<file path="src/rtl/us_interval_meter_pkg.sv">
// rtl/us_interval_meter_pkg.sv - shared state encodings and timing constants
package us_interval_meter_pkg;

  // Measurement FSM states
  typedef enum logic [1:0] {
    ST_IDLE = 2'd0,
    ST_RUN  = 2'd1,
    ST_HOLD = 2'd2
  } state_t;

  // 50 MHz system clock: clk cycles per microsecond, shared with the delay counter
  localparam int TICKS_PER_US = 50;

endpackage

</file>
<file path="src/rtl/us_interval_meter_tick.sv">
// rtl/us_interval_meter_tick.sv - microsecond prescaler producing a one-cycle tick
module us_tick_gen #(
  parameter int TICK_DIV   = 50,
  parameter int PRESC_WIDE = 7
) (
  input  logic clk,
  input  logic rst,
  input  logic clear,
  input  logic en,
  output logic tick
);

  localparam logic [PRESC_WIDE-1:0] PRESC_TOP = PRESC_WIDE'(TICK_DIV - 1);

  logic [PRESC_WIDE-1:0] presc;

  // Tick is combinational so the consumer sees it in the cycle the prescaler tops out
  assign tick = en && (presc == PRESC_TOP);

  // Prescaler: clear wins over counting; wraps to zero at the top value
  always_ff @(posedge clk) begin
    if (!rst) begin
      presc <= '0;
    end else if (clear) begin
      presc <= '0;
    end else if (en) begin
      if (presc == PRESC_TOP) presc <= '0;
      else                    presc <= presc + 1'b1;
    end
  end

endmodule

</file>
<file path="src/rtl/us_interval_meter.sv">
// rtl/us_interval_meter.sv - measures start-to-stop interval in microseconds
module us_interval_meter
  import us_interval_meter_pkg::*;
#(
  parameter int WIDE       = 32,
  parameter int TICK_DIV   = TICKS_PER_US,
  parameter int PRESC_WIDE = 7
) (
  input  logic            clk,
  input  logic            rst,
  input  logic            start,
  input  logic            stop,
  input  logic [WIDE-1:0] max_count,
  input  logic            ack,
  output logic [WIDE-1:0] elapsed,
  output logic            elapsed_valid,
  output logic            overflow,
  output logic            busy
);

  state_t          state_q, state_d;
  logic [WIDE-1:0] cnt_q, cnt_d;
  logic [WIDE-1:0] limit_q, limit_d;
  logic [WIDE-1:0] elapsed_q, elapsed_d;
  logic            valid_q, valid_d;
  logic            ovf_q, ovf_d;
  logic [WIDE-1:0] cnt_next;
  logic            wrap;
  logic            tick;

  us_tick_gen #(
    .TICK_DIV  (TICK_DIV),
    .PRESC_WIDE(PRESC_WIDE)
  ) u_tick (
    .clk  (clk),
    .rst  (rst),
    .clear(start),
    .en   (state_q == ST_RUN),
    .tick (tick)
  );

  assign cnt_next      = cnt_q + {{(WIDE-1){1'b0}}, tick};
  assign wrap          = tick && (&cnt_q);
  assign elapsed       = elapsed_q;
  assign elapsed_valid = valid_q;
  assign overflow      = ovf_q;
  assign busy          = (state_q == ST_RUN);

  // Next-state and result logic; a start in any state restarts and overrides the rest
  always_comb begin
    state_d   = state_q;
    cnt_d     = cnt_q;
    limit_d   = limit_q;
    elapsed_d = elapsed_q;
    valid_d   = valid_q;
    ovf_d     = ovf_q;
    case (state_q)
      ST_IDLE: ;
      ST_RUN: begin
        cnt_d = cnt_next;
        if (stop) begin
          state_d   = ST_HOLD;
          elapsed_d = cnt_next;
          valid_d   = 1'b1;
          ovf_d     = 1'b0;
        end else if ((limit_q != '0) && (cnt_next == limit_q)) begin
          state_d   = ST_HOLD;
          elapsed_d = limit_q;
          valid_d   = 1'b1;
          ovf_d     = 1'b1;
        end else if (wrap) begin
          state_d   = ST_HOLD;
          elapsed_d = '1;
          valid_d   = 1'b1;
          ovf_d     = 1'b1;
        end
      end
      ST_HOLD: begin
        if (ack) begin
          state_d = ST_IDLE;
          valid_d = 1'b0;
        end
      end
      default: state_d = ST_IDLE;
    endcase
    if (start) begin
      state_d = ST_RUN;
      cnt_d   = '0;
      limit_d = max_count;
      valid_d = 1'b0;
      ovf_d   = 1'b0;
    end
  end

  // State, counter and result registers
  always_ff @(posedge clk) begin
    if (!rst) begin
      state_q   <= ST_IDLE;
      cnt_q     <= '0;
      limit_q   <= '0;
      elapsed_q <= '0;
      valid_q   <= 1'b0;
      ovf_q     <= 1'b0;
    end else begin
      state_q   <= state_d;
      cnt_q     <= cnt_d;
      limit_q   <= limit_d;
      elapsed_q <= elapsed_d;
      valid_q   <= valid_d;
      ovf_q     <= ovf_d;
    end
  end

endmodule

</file>
<file path="config.mk">
export PLATFORM = sky130hd
export DESIGN_NAME = us_interval_meter
export DESIGN_NICKNAME = d
export VERILOG_FILES = /design/src/rtl/us_interval_meter_pkg.sv /design/src/rtl/us_interval_meter_tick.sv /design/src/rtl/us_interval_meter.sv
export SDC_FILE = /design/constraint.sdc
export NUM_CORES = 1
export LEC_CHECK = 0
export ABC_AREA = 0
export BUFFER_PORTS_ARGS = -buffer_cell sky130_fd_sc_hd__buf_2
export CORE_MARGIN = 10
export CORE_UTILIZATION = 55
export CTS_BUF_LIST = sky130_fd_sc_hd__clkbuf_4 sky130_fd_sc_hd__clkbuf_8
export CTS_CLUSTER_DIAMETER = 40
export DETAILED_ROUTE_END_ITERATION = 6
export PLACE_DENSITY = 0.79
export SLEW_MARGIN = 15
export SYNTH_ARGS = -nofsm -noshare
export SYNTH_HDL_FRONTEND = slang
export SYNTH_SLANG_ARGS = --single-unit
</file>
<file path="constraint.sdc">
create_clock -name clk -period 3.7 [get_ports clk]
set_input_delay 0.74 -clock clk [delete_from_list [all_inputs] [get_ports clk]]
set_output_delay 0.74 -clock clk [all_outputs]
set_load 0.02 [all_outputs]
</file>
== Word-level counts from Yosys, hierarchy flattened ==
Index checks and enable logic that the tools add are counted.
Storage, ports and cells
  flip-flop bits (word level): 107
  bits in latches: 0
  bits in writable memories: 0
  memory bits (read-only): 0
  bits of input ports: 37
  output and inout bits: 35
  memories kept: 0
Operators by class
  add/subtract/negate cells: 2
  $mul: 0
  div/mod/pow operators: 0
  magnitude comparators: 0
  equality and inequality tests: 9
  shifts and indexed selects: 0
  mux-type cells: 16
  bitwise logic cells: 2
  reduce and logical (&&, ||, !) cells: 13
Operators with widths (count)
  $mux W32: 3
  $add A32 B1 Y32: 1
  $eq A32 B32 Y1: 1
  $reduce_and A32 Y1: 1
  $reduce_bool A32 Y1: 1
  $reduce_and A3 Y1: 3
  $mux W2: 4
  $add A7 B1 Y7 const B: 1
  $eq A7 B6 Y1 const B: 1
  $mux W7: 1
  $mux W1: 6
  $pmux W2 S3: 1
  $ne A5 B5 Y1 const B: 1
  $ne A2 B2 Y1 const B: 2
  $ne A4 B4 Y1 const B: 1
  $logic_and A1 B1 Y1: 3
  $ne A3 B3 Y1 const B: 1
  $reduce_bool A3 Y1: 1
  $eq A2 B1 Y1 const B: 1
  $eq A2 B2 Y1 const B: 1
  $logic_not A2 Y1: 1
  $not A1 Y1: 2
  $pmux W1 S2: 1
  $reduce_and A2 Y1: 1
  other kinds (2): 2

== Depth between registers and ports, before layout ==
Gate-level depths: netlist of run 1.
  depth in word-level cells: 9
  gate-level depth with buffers: 17

== Modules after synthesis ==
A second synthesis of run 1 with hierarchy kept.
Second synthesis, totals
  cell total of the unflattened synthesis: 812
  area total of the unflattened synthesis: 6620.1 um2
Modules (own cells, without submodules)
  us_interval_meter: times used 1, cells an instance 772, area each 6258.5 um2
  us_tick_gen: times used 1, cells an instance 40, area each 361.6 um2

== Worst setup path after synthesis of run 1 ==
OpenSTA, ideal clock, no wires.
  path kind: reg2reg
  from: reg u_tick.presc[0]
  to: reg elapsed_q[15] (netlist: elapsed[15])
  arrival: 3.900 ns
  data required time: 3.628 ns
  slack: -0.271 ns
  stages on the path, launching flop included: 15
  cell sequence: dfxtp_1 -> ha_1 -> or4b_2 -> nor3_1 -> ha_1 -> nand3_1 -> nor2_1 -> and3_1 -> xnor2_1 -> o21ai_0 -> nor4_1 -> nand2_2 -> o21ai_4 -> buf_6 -> mux2i_1
Between the ends
  longest elaborated chain between the ends: 7
Ends and longest elaborated chain
  from (decl): RTL line us_interval_meter_tick.sv:15  | logic [PRESC_WIDE-1:0] presc;
  from (signal assigned): RTL line us_interval_meter_tick.sv:28  | else presc <= presc + 1'b1;
  $eq A7 B6 Y1 (*): RTL line us_interval_meter_tick.sv:18  | assign tick = en && (presc == PRESC_TOP);
  $logic_and A1 B1 Y1 (*): RTL line us_interval_meter_tick.sv:18
  $add A32 B1 Y32: RTL line us_interval_meter.sv:42  | assign cnt_next = cnt_q + {{(WIDE-1){1'b0}}, tick};
  $eq A32 B32 Y1: RTL line us_interval_meter.sv:66  | end else if ((limit_q != '0) && (cnt_next == limit_q)) begin
  $logic_and A1 B1 Y1: RTL line us_interval_meter.sv:66
  $reduce_bool A3 Y1 (no source line) / $mux W32 (equally long branches)
  $reduce_and A2 Y1 (no source line) / $mux W32 (equally long branches)
  to (signal assigned): RTL line us_interval_meter.sv:108  | elapsed_q <= elapsed_d;
  to (decl): RTL line us_interval_meter.sv:24  | logic [WIDE-1:0] elapsed_q, elapsed_d;
Mark *: on every way between the ends. The rest lies on a longest branch, timed or not.
A chain may end at the register's enable or synchronous reset.

== Worst setup path after layout of run 1 ==
  from: reg u_tick.presc[1]
  to: reg elapsed_q[18] (netlist: elapsed[18])
Same word-level chain as after synthesis.

==> results.sh, run 1 <==
export IMPL_status="finished, violations left"
export IMPL_violations="setup timing"
export IMPL_gr_total_overflow=0
export IMPL_area_growth_pct=24.9
export IMPL_yosysWarnings=0
export IMPL_yosys_top_cells_area="dfxtp_1 33%, mux2i_1 9.7%, xnor2_1 6.0%"
export IMPL_path_max_fanout=8
export IMPL_die_w_um=129
export IMPL_io_buffers=71
export IMPL_leakage_nw=3.23
export IMPL_period_share=1.11
export IMPL_avgSynthCellArea_um2=8.17
export IMPL_r2r_end="elapsed[18]"
export IMPL_p_switching_w=0.000725
export IMPL_critPathLaunchType="register"
export IMPL_syn_inst=799
export IMPL_cp_buffers_inverters=6
export IMPL_numCtsBuffers=9
export IMPL_ir_drop_mv=0.285
export IMPL_yosysTopAreaCell="dfxtp_1"
export IMPL_fillers=920
export IMPL_rows=39
export IMPL_worstPathRequired_ps=4030
export IMPL_via_per_inst=6.21
export IMPL_finalSetupViolations=36
export IMPL_synth_flop_cell="dfxtp_1"
export IMPL_min_path_type="reg -> reg"
export IMPL_clock_sinks=107
export IMPL_avgRoutedWirePerCell_um=20.6
export IMPL_final_max_slew_viol_count=0
export IMPL_arrival_ps=4430
export IMPL_setup_worst_path_end_class="register"
export IMPL_min_period_ps=4100
export IMPL_wl_mm=22.1
export IMPL_initial_core_util=0.567
export IMPL_final_util=0.708
export IMPL_ff2ff_setup_slack_ps=-400
export IMPL_tightest_slew_ps=707
export IMPL_ant_nets=0
export IMPL_cts_root_buf="clkbuf_8"
export IMPL_drc=0
export IMPL_clockPowerShare=0.325
export IMPL_combinationalPowerShare=0.160
export IMPL_synth_top_area_share=0.328
export IMPL_fin_skew_ps=9.29
export IMPL_synth_distinct_cells=70
export IMPL_hold_slack_ps=465
export IMPL_syn_nets=840
export IMPL_die_h_um=129
export IMPL_fmax_ghz=0.244
export IMPL_final_area_um2=8160
export IMPL_drive_gt1_frac=0.272
export IMPL_design_core_area_um2=11500
export IMPL_synth_seq_area_share=0.328
export IMPL_hold_path_endpoint="elapsed[5]"
export IMPL_synth_most_common_cell="dfxtp_1"
export IMPL_vias=6689
export IMPL_switching_share=0.301
export IMPL_finalHoldViolCount=0
export IMPL_num_antenna_cells=0
export IMPL_hold_depth=2
export IMPL_syn_area_um2=6530
export IMPL_cts_tree="yes"
export IMPL_path_common_cell="buf_6"
export IMPL_antenna_found_initial=0
export IMPL_drt_pass1_iter_count=6
export IMPL_nets=970
export IMPL_synthArstFlopShare=0
export IMPL_slowest_stage="or4b_4"
export IMPL_path_clk_slew_ps=110
export IMPL_drtIter0Drc=879
export IMPL_grt_setup_unrepaired="true"
export IMPL_cellInternalPower_w=0.00168
export IMPL_placed_area_um2=7460
export IMPL_dp_cells=1032
export IMPL_dieArea_um2=16600
export IMPL_io_pins=72
export IMPL_cap_violations=0
export IMPL_dp_hpwl_mm=15.8
export IMPL_p_per_area_nw_per_um2=295
export IMPL_worstSetupPathType="reg -> reg"
export IMPL_critPathMaxStageDelay_ps=460
export IMPL_synth_edf_count=0
export IMPL_grt_pass1_vias=6407
export IMPL_crit_path_cell_trace="inv_2 -> ha_4 -> or4b_4 -> nor3_4 -> buf_4 -> ha_4 -> buf_6 -> nand4_4 -> nor2_4 -> buf_6 -> xnor3_1 -> a31o_1 -> nor4_2 -> and4_4 -> nand3_4 -> o21ai_4 -> buf_6 -> buf_12 -> mux2i_2"
export IMPL_grt_use_total=0.265
export IMPL_clk_latency_ps=410
export IMPL_hold_buffers=0
export IMPL_cts_buffer_depth=2
export IMPL_instances_no_fill=1077
export IMPL_pwr_share_seq=0.515
export IMPL_crit_family="simple AND/OR/NAND/NOR gates"
export IMPL_r2r_start="u_tick.presc[1]"
export IMPL_grt_max_degree=79
export IMPL_yosys_top_cells_count="107 x dfxtp_1, 85 x nor2_1, 82 x nand2_1"
export IMPL_reg2reg_depth=19
export IMPL_grt_pass1_wl_mm=34.8
export IMPL_fin_ws_ps=-396
export IMPL_ys_ff_latch=107
export IMPL_maxSlewHeadroom=0.529
export IMPL_place_congestion=0.982
export IMPL_min_from="elapsed[5]"
export IMPL_htree_levels=3
[kinds of logic (layout without fill, tap and decap cells)]
group / Yosys count / in the layout / share of synthesized area
multiplexers: 63 / 63 / 0.0966
AO/OA/AOI/OAI: 108 / 108 / 0.117
flip-flops: 107 / 107 / 0.328
adder cells (fa/ha/maj): 4 / 4 / 0.00766
XOR/XNOR: 77 / 77 / 0.105
buffers and inverters: 81 / 216 / 0.0546
AND/OR/NAND/NOR: 359 / 359 / 0.290
[timing repair]
| item | in CTS | in global routing |
|---|---|---|
| endpoints found under the setup margin | 36 | 36 |
| setup buffers | 23 | 5 |
| resized for setup | 36 | 15 |
| pin swaps | 22 | 11 |
| endpoints found under the hold margin | 0 | 0 |
| gates cloned | 3 | 0 |
[worst max path at each step]
| stage | slack, ps | endpoint | cells after the start | startpoint |
|---|---|---|---|---|
| floorplan | 0.9 | elapsed[15] | 16 | u_tick.presc[1] |
| global placement | -450 | elapsed[15] | 16 | u_tick.presc[1] |
| detailed placement | -530 | elapsed[28] | 16 | u_tick.presc[1] |
| CTS | -250 | elapsed[21] | 20 | u_tick.presc[1] |
| global route | -520 | elapsed[18] | 20 | u_tick.presc[1] |
| finish | -400 | elapsed[18] | 19 | u_tick.presc[1] |
[final cells by class]
class	instances	area, µm²	share of cell area
flip-flops and latches	107	2140	0.263
inverters	15	56.3	0.00690
clock inverters	7	82.6	0.0101
well taps	143	179	0.0219
multi-input cells	611	4260	0.522
clock buffers	9	124	0.0152
repair buffers	185	1310	0.161
[state kept, by name (all words and copies together), names as in the netlist]
signal         cells
cnt_q             32
elapsed           32
elapsed_valid      1
limit_q           32
overflow           1
state_q            2
u_tick.presc       7
[layout by cell type, fill, tap and decap left out, types with 9 or more instances in the layout]
cell and n:
dfxtp_1 105, or3_1 18, mux2i_1 62, buf_4 99, buf_2 71, nand2_1 81, buf_6 10, nor2b_1 22
a21oi_1 21, nand4_1 21, nor4_1 17, o211ai_1 18, nand3_1 48, o221ai_1 15, nor3_1 9, nor2_1 84
xor2_1 30, clkbuf_8 9, xnor2_1 42, o21ai_0 23, inv_1 12
[per-layer routing]
| layer | vias to the layer above | track usage | share of wire |
|---|---|---|---|
| met4 | 0 | 0.113 | 0.045 |
| met3 | 90 | 0.0513 | 0.072 |
| li1 | 3090 | - | - |
| met2 | 318 | 0.454 | 0.49 |
| met1 | 3191 | 0.316 | 0.40 |
| met5 | - | 0 | 0 |
[power groups by stage]
stage | combinational [W] | clock (W) | sequential (W)
5_1_grt | 0.000415 | 0.000831 | 0.00124
4_1_cts | 0.000371 | 0.000783 | 0.00124
3_5_place_dp | 0.000340 | 0 | 0.00126
3_3_place_gp | 0.000333 | 0 | 0.00126
6_report | 0.000385 | 0.000781 | 0.00124
2_1_floorplan | 0.000215 | 0 | 0.00126
[worst register-to-register path: cells and delay by family, from the launching register on]
family,cells,cell delay [ps]
fa+ha+maj,2,270
mux,1,230
simple gates,7,1680
flops,1,340
xor+xnor,1,250
buf+inv,6,740
compound gates,2,510
[metrics by stage]
| stage | TNS (ps) | setup slack [ps] | power, W |
|---|---|---|---|
| 2_1_floorplan | 0 | 0.885 | 0.00148 |
| 3_3_place_gp | -15210 | -450 | 0.00159 |
| 3_5_place_dp | -17140 | -533 | 0.00160 |
| 4_1_cts | -6600 | -253 | 0.00239 |
| 5_1_grt | -16180 | -516 | 0.00249 |
| 6_report | -11480 | -396 | 0.00241 |
Note: power is estimated with default switching activity, not from simulation.
==> run 2, diff against run 1 <==
Settings changed: CORE_ASPECT_RATIO from default to 1.1, PLACE_DENSITY 0.79 to 0.76.
Clock period 3.7 ns to 5 ns, I/O delays scaled along.
==> results.sh, run 2 (synthesis gave the netlist of run 1 again) <==
export IMPL_worstPathRequired_ps=5340
export IMPL_hold_path_endpoint="elapsed[7]"
export IMPL_final_max_slew_viol_count=0
export IMPL_layout_commonest_cell="dfxtp_1"
export IMPL_critPathMaxStageDelay_ps=580
export IMPL_avgRoutedWirePerCell_um=20.9
export IMPL_status="complete, no violations"
export IMPL_grt_max_degree=52
export IMPL_min_from="elapsed[7]"
export IMPL_cp_buffers_inverters=2
export IMPL_ff2ff_setup_slack_ps=390
export IMPL_p_per_area_nw_per_um2=241
export IMPL_fillers=1079
export IMPL_path_clk_slew_ps=110
export IMPL_fmax_ghz=0.217
export IMPL_drt_pass1_iter_count=6
export IMPL_final_cell_mix="107 x dfxtp_1, 85 x nor2_1, 82 x nand2_1"
export IMPL_grt_pass1_wl_mm=32.5
export IMPL_instances_no_fill=984
export IMPL_clk_latency_ps=410
export IMPL_finalSetupViolations=0
export IMPL_ant_nets=0
export IMPL_r2r_start="u_tick.presc[0]"
export IMPL_die_h_um=134
export IMPL_dp_cells=969
export IMPL_register_area_um2=2140
export IMPL_fin_skew_ps=17.0
export IMPL_drtIter0Drc=503
export IMPL_grt_setup_unrepaired="false"
export IMPL_vias=6094
export IMPL_grt_use_total=0.249
export IMPL_cts_root_buf="clkbuf_8"
export IMPL_design_core_area_um2=11500
export IMPL_nets=871
export IMPL_arrival_ps=4950
export IMPL_cts_resized=0
export IMPL_reg2reg_depth=15
export IMPL_min_path_type="reg -> reg"
export IMPL_clock_sinks=107
export IMPL_initial_core_util=0.566
export IMPL_crit_path_cell_trace="ha_1 -> or4b_2 -> nor3_1 -> ha_1 -> nand4_2 -> nor2_2 -> buf_4 -> a21oi_1 -> nor4_1 -> o2111ai_1 -> nor4_2 -> nand2_2 -> o21ai_4 -> buf_12 -> mux2i_1"
export IMPL_cap_violations=0
export IMPL_maxSlewHeadroom=0.439
export IMPL_area_growth_pct=8.75
export IMPL_cts_buffer_depth=2
export IMPL_finalPower_w=0.00171
export IMPL_worstSetupPathType="reg -> reg"
export IMPL_numCtsBuffers=9
export IMPL_r2r_end="elapsed[1]"
export IMPL_finalHoldViolCount=0
export IMPL_slowest_stage="or4b_2"
export IMPL_hold_depth=2
export IMPL_post_cts_setup_buffer_count=0
export IMPL_setup_tns_ps=0
export IMPL_die_w_um=124
export IMPL_io_pins=72
export IMPL_wl_mm=20.6
export IMPL_setup_worst_path_end_class="register"
export IMPL_leakage_nw=2.65
export IMPL_drive_gt1_frac=0.149
export IMPL_dp_hpwl_mm=15.2
export IMPL_drc=0
export IMPL_hold_buffers=0
export IMPL_crit_family="simple AND/OR/NAND/NOR gates"
export IMPL_period_share=0.922
export IMPL_rows=41
export IMPL_io_buffers=71
export IMPL_multi_input_area_um2=4040
export IMPL_place_congestion=0.960
export IMPL_path_max_fanout=34
export IMPL_critPathLaunchType="register"
export IMPL_ir_drop_mv=0.190
export IMPL_htree_levels=3
export IMPL_antenna_found_initial=0
export IMPL_grt_pass1_vias=6003
export IMPL_path_common_cell="ha_1"
export IMPL_dieArea_um2=16600
export IMPL_gr_total_overflow=0
export IMPL_tightest_slew_ps=834
export IMPL_cts_tree="yes"
export IMPL_via_per_inst=6.19
export IMPL_min_period_ps=4610
export IMPL_num_antenna_cells=0
==> run 2: area by class of cell <==
cell class,count,area share
clock buffer,9,0.0174
clock inverter,6,0.0104
inverter,15,0.00793
multi-input combinational,611,0.569
sequential,107,0.302
tap,150,0.0264
timing repair buffer,86,0.0676
==> run 2: worst max path at each step <==
| stage | from | end | slack, ps | cells after the start |
|---|---|---|---|---|
| 2_1_floorplan | u_tick.presc[0] | elapsed[15] | 1030 | 14 |
| 3_3_place_gp | u_tick.presc[0] | elapsed[5] | 550 | 15 |
| 3_5_place_dp | u_tick.presc[0] | elapsed[1] | 380 | 14 |
| 4_1_cts | u_tick.presc[0] | elapsed[5] | 370 | 14 |
| 5_1_grt | u_tick.presc[0] | elapsed[24] | 60 | 14 |
| 6_report | u_tick.presc[0] | elapsed[1] | 390 | 15 |
==> run 2: routing by layer <==
metal,part of all wire,up-vias,global-route usage
met5,0,-,0
met4,0.047,0,0.145
met1,0.39,2893,0.293
met2,0.49,249,0.417
met3,0.068,62,0.0378
li1,-,2890,-
==> run 2: where the power goes <==
group	internal, W	switching (W)	leakage (nW)	total (W)
clock network	0.000236	0.000320	0.101	0.000556
logic	0.0000956	0.000143	1.68	0.000239
registers	0.000880	0.0000380	0.871	0.000918
==> run 2: stage by stage <==
stage / setup slack, ps / util / hold WS, ps / cell area (µm²)
5_1_grt: 58.8 / 0.615 / 471 / 7100
3_3_place_gp: 548 / 0.598 / 443 / 6900
3_5_place_dp: 380 / 0.598 / 445 / 6900
2_1_floorplan: 1030 / - / 453 / 6530
4_1_cts: 365 / 0.615 / 462 / 7100
6_report: 390 / 0.615 / 464 / 7100
==> run 2: worst reg2reg max path, stage by stage (launching register included) <==
cell and delay (ps):
dfxtp_1 400, ha_1 160, or4b_2 580, nor3_1 400
ha_1 380, nand4_2 270, nor2_2 330, buf_4 240
a21oi_1 60, nor4_1 160, o2111ai_1 260, nor4_2 470
nand2_2 130, o21ai_4 180, buf_12 270, mux2i_1 250
==> run 3, diff against run 2 <==
Clock period 5 ns to 5.7 ns, I/O delays scaled along.
==> results.sh, run 3 (synthesis gave the netlist of run 1 again) <==
export IMPL_avgRoutedWirePerCell_um=20.9
export IMPL_nets=867
export IMPL_min_period_ps=5020
export IMPL_initial_core_util=0.566
export IMPL_maxSlewHeadroom=0.362
export IMPL_arrival_ps=5340
export IMPL_path_clk_slew_ps=100
export IMPL_grt_use_total=0.245
export IMPL_hold_buffers=0
export IMPL_worstPathRequired_ps=6020
export IMPL_critPathLaunchType="register"
export IMPL_finalHoldViolCount=0
export IMPL_pwr_share_seq=0.536
export IMPL_p_switching_w=0.000440
export IMPL_grt_setup_unrepaired="false"
export IMPL_crit_path_cell_trace="ha_1 -> or4b_2 -> nor3_1 -> ha_1 -> nand3_1 -> nor2_1 -> nand3b_1 -> xnor2_1 -> nand3_1 -> nor4_1 -> nand2_2 -> o21ai_4 -> buf_4 -> mux2i_1"
export IMPL_antenna_found_initial=1
export IMPL_gr_total_overflow=0
export IMPL_io_pins=72
export IMPL_final_cell_mix="107 x dfxtp_1, 85 x nor2_1, 82 x nand2_1"
export IMPL_rows=41
export IMPL_leakage_nw=2.62
export IMPL_drt_pass1_iter_count=6
export IMPL_instances_no_fill=980
export IMPL_crit_family="simple AND/OR/NAND/NOR gates"
export IMPL_worstSetupPathType="reg -> reg"
export IMPL_clock_sinks=107
export IMPL_tightest_slew_ps=948
export IMPL_status="complete, no violations"
export IMPL_htree_levels=3
export IMPL_fin_skew_ps=18.8
export IMPL_drive_gt1_frac=0.143
export IMPL_area_growth_pct=7.99
export IMPL_pre_cts_slack_ps=792
export IMPL_min_path_type="reg -> reg"
export IMPL_design_core_area_um2=11500
export IMPL_setup_worst_path_end_class="register"
export IMPL_die_h_um=134
export IMPL_cap_violations=0
export IMPL_finalSetupViolations=0
export IMPL_p_per_area_nw_per_um2=213
export IMPL_dp_cells=965
export IMPL_grt_max_degree=80
export IMPL_ant_nets=0
export IMPL_wl_mm=20.5
export IMPL_hold_slack_ps=461
export IMPL_critPathMaxStageDelay_ps=590
export IMPL_final_max_slew_viol_count=0
export IMPL_drtIter0Drc=651
export IMPL_grt_pass1_wl_mm=31.9
export IMPL_cts_tree="yes"
export IMPL_num_antenna_cells=0
export IMPL_vias=6033
export IMPL_period_share=0.881
export IMPL_fin_ws_ps=680
export IMPL_cts_resized=0
export IMPL_cts_root_buf="clkbuf_8"
export IMPL_layout_commonest_cell="dfxtp_1"
export IMPL_cellInternalPower_w=0.00106
export IMPL_via_per_inst=6.16
export IMPL_grt_pass1_vias=5851
export IMPL_switching_share=0.293
export IMPL_cts_buffer_depth=2
export IMPL_numCtsBuffers=9
export IMPL_cp_buffers_inverters=1
export IMPL_slowest_stage="nor2_1"
export IMPL_dieArea_um2=16600
export IMPL_drc=0
export IMPL_clk_latency_ps=400
export IMPL_fmax_ghz=0.199
export IMPL_fillers=1085
export IMPL_post_cts_setup_buffer_count=0
export IMPL_dp_hpwl_mm=15.3
export IMPL_place_congestion=0.968
export IMPL_setup_tns_ps=0
export IMPL_ir_drop_mv=0.245
export IMPL_die_w_um=124
export IMPL_path_max_fanout=34
export IMPL_clockPowerShare=0.325
export IMPL_io_buffers=71
export IMPL_combinationalPowerShare=0.139
## run 3: final cells by class
cell class                 count  area (µm²)  area share
multi-input combinational    611        4030       0.572
inverter                      15        56.3     0.00798
timing repair buffer          82         438      0.0621
clock buffer                   9         124      0.0176
sequential                   107        2140       0.304
tap                          150         188      0.0266
clock inverter                 6        72.6      0.0103
## run 3: path summary, 6_finish.rpt
kind	startpoint	endpoint	slack, ps	depth (start not counted)
setup / recovery	u_tick.presc[0]	elapsed[1]	680	14
hold / removal	elapsed[18]	elapsed[18]	460	2
setup reg to reg	u_tick.presc[0]	elapsed[1]	680	14
hold reg to reg	elapsed[18]	elapsed[18]	460	2
## run 3: power by group through the flow
| stage | registers [W] | clock network [W] | logic, W |
|---|---|---|---|
| floorplan | 0.000820 | 0 | 0.000137 |
| global placement | 0.000820 | 0 | 0.000203 |
| detailed placement | 0.000821 | 0 | 0.000206 |
| CTS | 0.000804 | 0.000496 | 0.000207 |
| global route | 0.000807 | 0.000519 | 0.000227 |
| finish | 0.000804 | 0.000488 | 0.000209 |
## run 3: tightest hold or removal path: stages, from the launching register on
cell     delay, ps
dfxtp_1        320
nand2_1         50
mux2i_1         50
## run 3: metal layers
metal / global-route usage / routed length (µm) / up-vias
li1: - / - / 2884
met2: 0.420 / 10000 / 264
met4: 0.120 / 962 / 2
met3: 0.0369 / 1340 / 63
met5: 0 / 13 / -
met1: 0.287 / 8130 / 2820
## run 3: stage by stage
step	instance area, µm²	util	total power (W)
2_1_floorplan	6530	-	0.000958
3_3_place_gp	6860	0.594	0.00102
3_5_place_dp	6860	0.594	0.00103
4_1_cts	7050	0.611	0.00151
5_1_grt	7050	0.611	0.00155
6_report	7050	0.611	0.00150
